[src/rtl/dp_arbiter_if.sv]
// dp_arbiter_if
//   Bundles the two command masters (A = sample controller, B = coefficient
//   loader), the error clear/overflow handshake and the registered datapath
//   command bus into one interface.
//   modport slave  : the arbiter side (takes requests, drives grants/dp bus)
//   modport master : the requester/datapath side (drives requests, observes)
//   Signals: {a,b}_req, {a,b}_lock, {a,b}_op[2:0], {a,b}_src1/src2/dest[3:0],
//            {a,b}_gnt, {a,b}_err_clr, overflow, dp_op[2:0],
//            dp_src1/src2/dest[3:0], {a,b}_err, busy
interface dp_arbiter_if;
    logic       a_req;
    logic       a_lock;
    logic [2:0] a_op;
    logic [3:0] a_src1;
    logic [3:0] a_src2;
    logic [3:0] a_dest;
    logic       a_gnt;
    logic       b_req;
    logic       b_lock;
    logic [2:0] b_op;
    logic [3:0] b_src1;
    logic [3:0] b_src2;
    logic [3:0] b_dest;
    logic       b_gnt;
    logic       a_err_clr;
    logic       b_err_clr;
    logic       overflow;
    logic [2:0] dp_op;
    logic [3:0] dp_src1;
    logic [3:0] dp_src2;
    logic [3:0] dp_dest;
    logic       a_err;
    logic       b_err;
    logic       busy;

    modport slave (
        input  a_req, a_lock, a_op, a_src1, a_src2, a_dest,
        input  b_req, b_lock, b_op, b_src1, b_src2, b_dest,
        input  a_err_clr, b_err_clr, overflow,
        output a_gnt, b_gnt,
        output dp_op, dp_src1, dp_src2, dp_dest,
        output a_err, b_err, busy
    );

    modport master (
        output a_req, a_lock, a_op, a_src1, a_src2, a_dest,
        output b_req, b_lock, b_op, b_src1, b_src2, b_dest,
        output a_err_clr, b_err_clr, overflow,
        input  a_gnt, b_gnt,
        input  dp_op, dp_src1, dp_src2, dp_dest,
        input  a_err, b_err, busy
    );
endinterface

[src/rtl/dp_arbiter.sv]
// dp_arbiter
//   Shares the FIR datapath command bus between master A (sample controller)
//   and master B (coefficient loader). One command is granted per cycle and
//   registered onto dp_*; grants are held off while a MUL occupies the
//   datapath, a master may lock ownership across a multi-op sequence, and
//   datapath overflow is attributed (sticky) to the master whose op caused it.
// Ports
//   clk    : system clock, rising edge
//   reset  : asynchronous reset, active-high
//   bus    : dp_arbiter_if.slave (requests, grants, dp_* command, errors, busy)
// Parameters
//   MUL_LAT      : cycles a MUL occupies the datapath (>=1)
//   LOCK_TIMEOUT : idle cycles of a locked owner before the lock is dropped
// Configuration
//   DP_ARB_ILLEGAL_CHK_EN : when defined, a granted op 7 is issued as NOP/0
//                           and flags the requester's err; when undefined,
//                           op 7 passes through untouched.
module dp_arbiter #(
    parameter int MUL_LAT      = 2,
    parameter int LOCK_TIMEOUT = 8
) (
    input logic         clk,
    input logic         reset,
    dp_arbiter_if.slave bus
);

    localparam int MW = (MUL_LAT > 1) ? $clog2(MUL_LAT) : 1;
    localparam int TW = $clog2(LOCK_TIMEOUT + 1);
    localparam logic [MW-1:0] MUL_LOAD   = MW'(MUL_LAT - 1);
    localparam logic [TW-1:0] LOCK_LAST  = TW'(LOCK_TIMEOUT - 1);
    localparam logic [2:0]    OP_NOP     = 3'd0;
    localparam logic [2:0]    OP_MUL     = 3'd6;

    typedef enum logic [1:0] {ST_FREE, ST_LOCK_A, ST_LOCK_B} state_t;

    state_t        state_q, state_d;
    logic [MW-1:0] mul_cnt_q, mul_cnt_d;
    logic [TW-1:0] lock_cnt_q, lock_cnt_d;
    logic          last_b_q, last_b_d;
    logic [2:0]    dp_op_q, dp_op_d;
    logic [3:0]    dp_src1_q, dp_src1_d;
    logic [3:0]    dp_src2_q, dp_src2_d;
    logic [3:0]    dp_dest_q, dp_dest_d;
    logic          owner_b_q, owner_b_d;
    logic [2:0]    prev_op_q, prev_op_d;
    logic          prev_owner_b_q, prev_owner_b_d;
    logic          a_err_q, a_err_d;
    logic          b_err_q, b_err_d;

    logic          stall;
    logic          gnt_a, gnt_b, granted;
    logic          sel_lock;
    logic [2:0]    sel_op;
    logic          owner_gnt, owner_lock;
    logic          ill_a, ill_b;
    logic          ovf_set;

    // Grant selection, command mux and next-state. Overflow is judged against
    // the op that sat on dp_* in the previous cycle, so both that op and its
    // owner are carried one extra stage (prev_*).
    always_comb begin
        stall      = (mul_cnt_q != '0);
        gnt_a      = 1'b0;
        gnt_b      = 1'b0;
        if (!stall && !reset) begin
            case (state_q)
                ST_FREE: begin
                    if (bus.a_req && bus.b_req) begin
                        gnt_a = last_b_q;
                        gnt_b = !last_b_q;
                    end else begin
                        gnt_a = bus.a_req;
                        gnt_b = bus.b_req;
                    end
                end
                ST_LOCK_A: gnt_a = bus.a_req;
                ST_LOCK_B: gnt_b = bus.b_req;
                default: begin
                    gnt_a = 1'b0;
                    gnt_b = 1'b0;
                end
            endcase
        end
        granted  = gnt_a | gnt_b;
        sel_op   = gnt_b ? bus.b_op   : bus.a_op;
        sel_lock = gnt_b ? bus.b_lock : bus.a_lock;

        dp_op_d   = OP_NOP;
        dp_src1_d = '0;
        dp_src2_d = '0;
        dp_dest_d = '0;
        if (granted) begin
            dp_op_d   = sel_op;
            dp_src1_d = gnt_b ? bus.b_src1 : bus.a_src1;
            dp_src2_d = gnt_b ? bus.b_src2 : bus.a_src2;
            dp_dest_d = gnt_b ? bus.b_dest : bus.a_dest;
        end
`ifdef DP_ARB_ILLEGAL_CHK_EN
        ill_a = gnt_a && (sel_op == 3'd7);
        ill_b = gnt_b && (sel_op == 3'd7);
        if (ill_a || ill_b) begin
            dp_op_d   = OP_NOP;
            dp_src1_d = '0;
            dp_src2_d = '0;
            dp_dest_d = '0;
        end
`else
        ill_a = 1'b0;
        ill_b = 1'b0;
`endif
        owner_b_d      = gnt_b;
        prev_op_d      = dp_op_q;
        prev_owner_b_d = owner_b_q;

        ovf_set = bus.overflow && (prev_op_q != OP_NOP);
        a_err_d = (a_err_q && !bus.a_err_clr) || (ovf_set && !prev_owner_b_q) || ill_a;
        b_err_d = (b_err_q && !bus.b_err_clr) || (ovf_set &&  prev_owner_b_q) || ill_b;

        if (granted && sel_op == OP_MUL)
            mul_cnt_d = MUL_LOAD;
        else if (stall)
            mul_cnt_d = mul_cnt_q - 1'b1;
        else
            mul_cnt_d = mul_cnt_q;

        last_b_d = granted ? gnt_b : last_b_q;

        // Lock bookkeeping only advances outside a MUL wait, which freezes
        // both the lock state and the timeout counter.
        owner_gnt  = (state_q == ST_LOCK_A) ? gnt_a : gnt_b;
        owner_lock = (state_q == ST_LOCK_A) ? bus.a_lock : bus.b_lock;
        state_d    = state_q;
        lock_cnt_d = lock_cnt_q;
        if (!stall && !reset) begin
            if (state_q == ST_FREE) begin
                if (granted && sel_lock) begin
                    state_d    = gnt_a ? ST_LOCK_A : ST_LOCK_B;
                    lock_cnt_d = '0;
                end
            end else if (owner_gnt) begin
                lock_cnt_d = '0;
                if (!owner_lock)
                    state_d = ST_FREE;
            end else if (lock_cnt_q == LOCK_LAST) begin
                state_d    = ST_FREE;
                lock_cnt_d = '0;
            end else begin
                lock_cnt_d = lock_cnt_q + 1'b1;
            end
        end
    end

    // All state registers; reset leaves the bus idle and gives A the first tie.
    always_ff @(posedge clk or posedge reset) begin
        if (reset) begin
            state_q        <= ST_FREE;
            mul_cnt_q      <= '0;
            lock_cnt_q     <= '0;
            last_b_q       <= 1'b1;
            dp_op_q        <= OP_NOP;
            dp_src1_q      <= '0;
            dp_src2_q      <= '0;
            dp_dest_q      <= '0;
            owner_b_q      <= 1'b0;
            prev_op_q      <= OP_NOP;
            prev_owner_b_q <= 1'b0;
            a_err_q        <= 1'b0;
            b_err_q        <= 1'b0;
        end else begin
            state_q        <= state_d;
            mul_cnt_q      <= mul_cnt_d;
            lock_cnt_q     <= lock_cnt_d;
            last_b_q       <= last_b_d;
            dp_op_q        <= dp_op_d;
            dp_src1_q      <= dp_src1_d;
            dp_src2_q      <= dp_src2_d;
            dp_dest_q      <= dp_dest_d;
            owner_b_q      <= owner_b_d;
            prev_op_q      <= prev_op_d;
            prev_owner_b_q <= prev_owner_b_d;
            a_err_q        <= a_err_d;
            b_err_q        <= b_err_d;
        end
    end

    assign bus.a_gnt   = gnt_a;
    assign bus.b_gnt   = gnt_b;
    assign bus.dp_op   = dp_op_q;
    assign bus.dp_src1 = dp_src1_q;
    assign bus.dp_src2 = dp_src2_q;
    assign bus.dp_dest = dp_dest_q;
    assign bus.a_err   = a_err_q;
    assign bus.b_err   = b_err_q;
    assign bus.busy    = (dp_op_q != OP_NOP) || stall || (state_q != ST_FREE);

endmodule

[src/flat_wrapper.sv]
// flat-port wrapper written by rule: the top's interface ports become plain ports
module dp_arbiter_flat 
#(
    parameter int MUL_LAT      = 2,
    parameter int LOCK_TIMEOUT = 8
)
  (clk, reset, bus_a_req, bus_a_lock, bus_a_op, bus_a_src1, bus_a_src2, bus_a_dest, bus_b_req, bus_b_lock, bus_b_op, bus_b_src1, bus_b_src2, bus_b_dest, bus_a_err_clr, bus_b_err_clr, bus_overflow, bus_a_gnt, bus_b_gnt, bus_dp_op, bus_dp_src1, bus_dp_src2, bus_dp_dest, bus_a_err, bus_b_err, bus_busy);
  dp_arbiter_if bus_i ();
  input logic clk;
  input logic reset;
  input wire logic [$bits(bus_i.a_req)-1:0] bus_a_req;
  input wire logic [$bits(bus_i.a_lock)-1:0] bus_a_lock;
  input wire logic [$bits(bus_i.a_op)-1:0] bus_a_op;
  input wire logic [$bits(bus_i.a_src1)-1:0] bus_a_src1;
  input wire logic [$bits(bus_i.a_src2)-1:0] bus_a_src2;
  input wire logic [$bits(bus_i.a_dest)-1:0] bus_a_dest;
  input wire logic [$bits(bus_i.b_req)-1:0] bus_b_req;
  input wire logic [$bits(bus_i.b_lock)-1:0] bus_b_lock;
  input wire logic [$bits(bus_i.b_op)-1:0] bus_b_op;
  input wire logic [$bits(bus_i.b_src1)-1:0] bus_b_src1;
  input wire logic [$bits(bus_i.b_src2)-1:0] bus_b_src2;
  input wire logic [$bits(bus_i.b_dest)-1:0] bus_b_dest;
  input wire logic [$bits(bus_i.a_err_clr)-1:0] bus_a_err_clr;
  input wire logic [$bits(bus_i.b_err_clr)-1:0] bus_b_err_clr;
  input wire logic [$bits(bus_i.overflow)-1:0] bus_overflow;
  output wire logic [$bits(bus_i.a_gnt)-1:0] bus_a_gnt;
  output wire logic [$bits(bus_i.b_gnt)-1:0] bus_b_gnt;
  output wire logic [$bits(bus_i.dp_op)-1:0] bus_dp_op;
  output wire logic [$bits(bus_i.dp_src1)-1:0] bus_dp_src1;
  output wire logic [$bits(bus_i.dp_src2)-1:0] bus_dp_src2;
  output wire logic [$bits(bus_i.dp_dest)-1:0] bus_dp_dest;
  output wire logic [$bits(bus_i.a_err)-1:0] bus_a_err;
  output wire logic [$bits(bus_i.b_err)-1:0] bus_b_err;
  output wire logic [$bits(bus_i.busy)-1:0] bus_busy;
  assign bus_i.a_req = bus_a_req;
  assign bus_i.a_lock = bus_a_lock;
  assign bus_i.a_op = bus_a_op;
  assign bus_i.a_src1 = bus_a_src1;
  assign bus_i.a_src2 = bus_a_src2;
  assign bus_i.a_dest = bus_a_dest;
  assign bus_i.b_req = bus_b_req;
  assign bus_i.b_lock = bus_b_lock;
  assign bus_i.b_op = bus_b_op;
  assign bus_i.b_src1 = bus_b_src1;
  assign bus_i.b_src2 = bus_b_src2;
  assign bus_i.b_dest = bus_b_dest;
  assign bus_i.a_err_clr = bus_a_err_clr;
  assign bus_i.b_err_clr = bus_b_err_clr;
  assign bus_i.overflow = bus_overflow;
  assign bus_a_gnt = bus_i.a_gnt;
  assign bus_b_gnt = bus_i.b_gnt;
  assign bus_dp_op = bus_i.dp_op;
  assign bus_dp_src1 = bus_i.dp_src1;
  assign bus_dp_src2 = bus_i.dp_src2;
  assign bus_dp_dest = bus_i.dp_dest;
  assign bus_a_err = bus_i.a_err;
  assign bus_b_err = bus_i.b_err;
  assign bus_busy = bus_i.busy;
  dp_arbiter #(.MUL_LAT(MUL_LAT), .LOCK_TIMEOUT(LOCK_TIMEOUT)) u_core (.clk(clk), .reset(reset), .bus(bus_i));
endmodule
[config.mk]
export PLATFORM = sky130hd
export DESIGN_NAME = dp_arbiter_flat
export DESIGN_NICKNAME = d
export VERILOG_FILES = /design/src/rtl/dp_arbiter_if.sv /design/src/rtl/dp_arbiter.sv /design/src/flat_wrapper.sv
export SDC_FILE = /design/constraint.sdc
export NUM_CORES = 1
export LEC_CHECK = 0
export ABC_AREA = 0
export BUFFER_PORTS_ARGS = -buffer_cell sky130_fd_sc_hd__buf_2
export CAP_MARGIN = 0
export CORE_MARGIN = 2
export CORE_UTILIZATION = 40
export CTS_CLUSTER_SIZE = 8
export DETAILED_ROUTE_END_ITERATION = 8
export GPL_TIMING_DRIVEN = 0
export PLACE_DENSITY = 0.68
export SYNTH_ARGS = -nofsm -noshare
export SYNTH_HDL_FRONTEND = slang
export SYNTH_SLANG_ARGS = --single-unit
[constraint.sdc]
create_clock -name clk -period 2 [get_ports clk]
set_input_delay 0.4 -clock clk [delete_from_list [all_inputs] [get_ports clk]]
set_output_delay 0.4 -clock clk [all_outputs]
set_load 0.02 [all_outputs]
---- Yosys cells after proc, flatten, opt, wreduce, memory -nomap -nowiden ----
Index checks and enable logic that the tools add are counted.
operators by class
  mux-type cells .......................... 29
  add/subtract/negate cells ............... 2
  bitwise operators ....................... 1
  eq/ne operators ......................... 6
  reductions and logical operators ........ 26
operators by type and width
  operator                                       number
  2-to-1 mux 4 bit                               10
  2-to-1 mux 2 bit                               6
  logical AND 1 bit                              9
  2-to-1 mux 1 bit                               9
  nonzero test 3 bit                             3
  zero test 1 bit                                6
  2-to-1 mux 3 bit                               2
  adder 4 x 1 -> 4 bit, second input constant    1
  == test 4 x 3 -> 1 bit, second input constant  1
  logical OR 1 bit                               4
  case mux 1 bit (2 select lines)                2
  AND reduction 4 bit                            1
  == test 3 bit, second input constant           1
  != test 3 bit, second input constant           1
  == test 2 x 1 -> 1 bit, second input constant  1
  == test 2 bit, second input constant           1
  zero test 2 bit                                1
  != test 2 bit, second input constant           1
  AND reduction 2 bit                            1
  nonzero test 2 bit                             1
  OR 1 bit                                       1
  subtractor 1 bit, second input constant        1
storage, ports and cells
  output and inout bits ................... 20
  logic and storage cells ................. 77
  register bits after elaboration ......... 30
  bits of input ports ..................... 39

---- Depth between registers and ports, before layout ----
  word-level depth ........................ 8
  mapped depth ............................ 6
  mapped depth without buffers ............ 5

---- Least setup slack after synthesis ----
Ideal clock, no wire load.
  path kind ............................... reg-to-output
  start ................................... register u_core.state_q[0]
  end ..................................... output bus_b_gnt
  path slack .............................. 244 ps
  arrival ................................. 1356 ps
  stages on the path, launching flop included .. 5
  buffers on the path ..................... 2
  cells stage by stage .................... dfrtp_1 -> buf_6 -> or4b_4 -> nor2_8 -> buf_8
between the ends
  cells in the longest elaborated chain, start to end .. 3
RTL lines
  item                                              RTL line            source
  start: declaration                                dp_arbiter.sv:36    state_t state_q, state_d;
  start signal: assignment                          dp_arbiter.sv:170   state_q <= state_d;
  == test 2 bit or zero test 2 bit (tied branches)  dp_arbiter.sv:66    case (state_q)
  case mux 1 bit (2 select lines) (*)               dp_arbiter.sv:66
  2-to-1 mux 1 bit (*)                              dp_arbiter.sv:65    if (!stall && !reset) begin
  end: declaration                                  flat_wrapper.sv:27  output wire logic [$bits(bus_i.b_gnt)-1:0] bus_b_gnt;
Mark *: on every way between the ends. The rest lies on a longest branch, timed or not.

---- Worst setup path after layout ----
Same ends and word-level chain as after synthesis.

==> summary.txt <==
Routed length on met3: 181 um
Gr usage total: 0.1745
Via-to-Cell Ratio: 5.147
Hold/Removal Path Class: in2reg
Crit. End Element: output pin
Total power: 1.984 mW
Die Width: 61.64 um
Worst rel slew slack: 0.2705
Fin. Hold Viols: 0
Worst Path Required: 1.60 ns
Final min period: 1.983 ns
Cell Area, Synth: 1329 um2
Routability congestion estimate from global placement: 0.8254
Synth unique cells: 42
Synth Register Bits: 30
Setup Skew: 0.01213 ns
Fin crit share: 0.9915
Mean Syn Cell Area: 12.19 um2
Syn Inst Count: 109
Cts hold-fix bufs: 0
DR iter-0 viols: 24
Final core utilization: 0.5810
Design Area, Final: 1803 um2
R2R Setup Slk: 0.22 ns
Final WL: 3.104 mm
DP HPWL: 2.296 mm
Initial antenna violation count: 0
Adder-Cell Fraction of Synth Area: 0.009416
Antenna Violating Nets Remaining: 0
CP max FO: 3
Outcome: complete, no violations
Critical Path, Cell by Cell: or4b_4 > nor2_8 > buf_6
Yosys top cell area share: 0.5461
Post-synth EDFFs: 0
# diodes: 0
Setup crit end: bus_b_gnt
Ports: 59
Num CTS Buffers: 5
Wire length per cell: 13.80 um
M1 WL: 1.303 mm
Total number of vias: 1158
# port buffers: 58
Gr ovfl total: 0
Post-synthesis xor/xnor area fraction: 0
Largest family of logic cells by synthesized area: compound AO/OA/AOI/OAI gates
# rows: 20
Met2 Routed Length: 1.548 mm
Mux share of post-synthesis cell area: 0.007533
Initial Util: 0.4282
Clock Path Buffers: 2
H-tree depth: 2
Synth Area in Simple Gates: 0.1836
Core Area: 3103 um2
Fraction of layout cells with a size suffix above 1: 0.4751
Final Max Slew Viols: 0
R2R depth: 6
Crit. Startpoint: u_core.state_q[0]
Synth Net Count: 149
Post-DP Area: 1674 um2
Critical Path Max Stage Delay: 0.57 ns
Area fraction in compound gates after synthesis: 0.1893
Synth area leaders: dfrtp_1 55%, a22o_1 9.2%, dfstp_2 2.0%
Worst flop-to-flop path endpoint: u_core.mul_cnt_q
Largest net degree at the start of global routing: 31
Max capacitance violation total: 0
Layout area overhead: 35.69%
Drt pass-1 iters: 4
CP Class: reg2out
Syn. warnings: 0
Clk pin slew, worst setup/hold paths: 0.10 ns
Transition time of the tightest slew-check pin: 1.093 ns
RSZ-0062 raised after global routing: true
Uppermost layer routed: met4
Max VDD drop: 409.3 uV
Critical Path Slowest Stage Cell: or4b_4
Fmax: 0.5043 GHz
Worst EP arrival: 1.58 ns
Fraction of registers with async set/reset: 1.000
Top post-synthesis cells by count: 29 x dfrtp_1, 14 x a22o_1, 6 x inv_1
Layout Nets: 220
Area leader, netlist: dfrtp_1
Clk Latency, worst-skew pair: 0.33 ns
PD cells: 1100 nW/um2
# DRC: 0
Leakage: 0.9521 nW
Vias in the first global route: 1108
Final setup vio count: 0
Die H: 61.64 um
Clk sinks: 30
Seq/Total Area, Yosys: 0.5659
Root Buffer: clkbuf_4
Finished Layout Cells: 225
Global-route wire length before repair: 4.747 mm
Die area: 3799 um2
Worst R2R Start: u_core.state_q[1]
CTS tree: built
Ys flop type: dfrtp_1
Most frequent cell after synthesis: dfrtp_1
Worst Setup Start Kind: flip-flop
Placed Cells: 211
[how the worst min path moves through the flow]
stage / startpoint / to / slack, ns / cells past startpoint
2_1_floorplan: u_core.owner_b_q / u_core.prev_owner_b_q / 0.33 / 0
3_3_place_gp: u_core.owner_b_q / u_core.prev_owner_b_q / 0.33 / 0
3_5_place_dp: u_core.owner_b_q / u_core.prev_owner_b_q / 0.33 / 0
4_1_cts: bus_b_err_clr / u_core.bus.b_err / 0.23 / 2
5_1_grt: bus_a_err_clr / u_core.bus.a_err / 0.23 / 2
6_report: bus_b_err_clr / u_core.bus.b_err / 0.25 / 2
[report_power, final]
| part | switching, mW | internal, mW |
|---|---|---|
| registers | 0.0748 | 0.748 |
| logic | 0.457 | 0.326 |
| clock network | 0.209 | 0.169 |
[timing repair]
item / in CTS / in global routing
endpoints found under the setup margin: 2 / 2
buffers inserted: 7 / 2
pin swaps: 5 / 3
resized for setup: 9 / 0
hold endpoints to repair: 0 / 0
[metal layers]
| metal | global-route usage | vias to the layer above |
|---|---|---|
| met2 | 0.2782 | 40 |
| li1 | - | 555 |
| met3 | 0.05252 | 11 |
| met4 | 0.08815 | 0 |
| met1 | 0.2137 | 552 |
| met5 | 0 | - |
[stage by stage]
step                      setup TNS [ns]  setup slack (ns)  hold WS [ns]
after floorplan                        0            0.2438        0.3312
after global placement           -0.3573           -0.3573        0.3343
after detailed placement         -0.4066           -0.3818        0.3347
after CTS                        -0.1138           -0.1138        0.2317
after global routing            -0.04824          -0.04824        0.2250
final                                  0           0.01695        0.2454
[cell type report]
class / count / area [um2]
Fill cell: 290 / 1300
Tap cell: 44 / 55.05
Sequential cell: 30 / 753.2
Timing Repair Buffer: 67 / 370.4
Clock inverter: 2 / 12.51
Buffer: 1 / 5.005
Inverter: 6 / 22.52
Multi-Input combinational cell: 69 / 533.0
Clock buffer: 6 / 51.30
[worst max-delay path: cells and delay by family (launching register included)]
kind          cells  cell delay (ns)
flops             1             0.43
simple gates      2             0.70
buf+inv           1             0.12
[sequential cells by signal, indices dropped and copies added (netlist names)]
register and flops:
u_core.state_q 2, u_core.bus.dp_src2 4, u_core.bus.a_err 1, u_core.prev_owner_b_q 1, u_core.prev_op_q 3, u_core.bus.dp_dest 4, u_core.bus.b_err 1, u_core.lock_cnt_q 4
u_core.last_b_q 1, u_core.bus.dp_op 3, u_core.bus.dp_src1 4, u_core.owner_b_q 1, u_core.mul_cnt_q 1
[cells in the final DEF, fill, tap and decap left out, drive strengths merged, types with 3 or more instances in the layout]
cell type  count
buf           68
nor4           3
clkbuf         6
inv            6
nor2           4
dfrtp         29
nor2b          3
o21ai          6
nand2          6
a22o          14
nand3b         3
[logic make-up after synthesis]
| group | after synthesis |
|---|---|
| AND/OR/NAND/NOR | 35 |
| AO/OA/AOI/OAI | 32 |
| flip-flops | 30 |
| buffers and inverters | 10 |
| multiplexers | 1 |
| adder cells (fa/ha/maj) | 1 |
(Power assumes the default switching activity.)
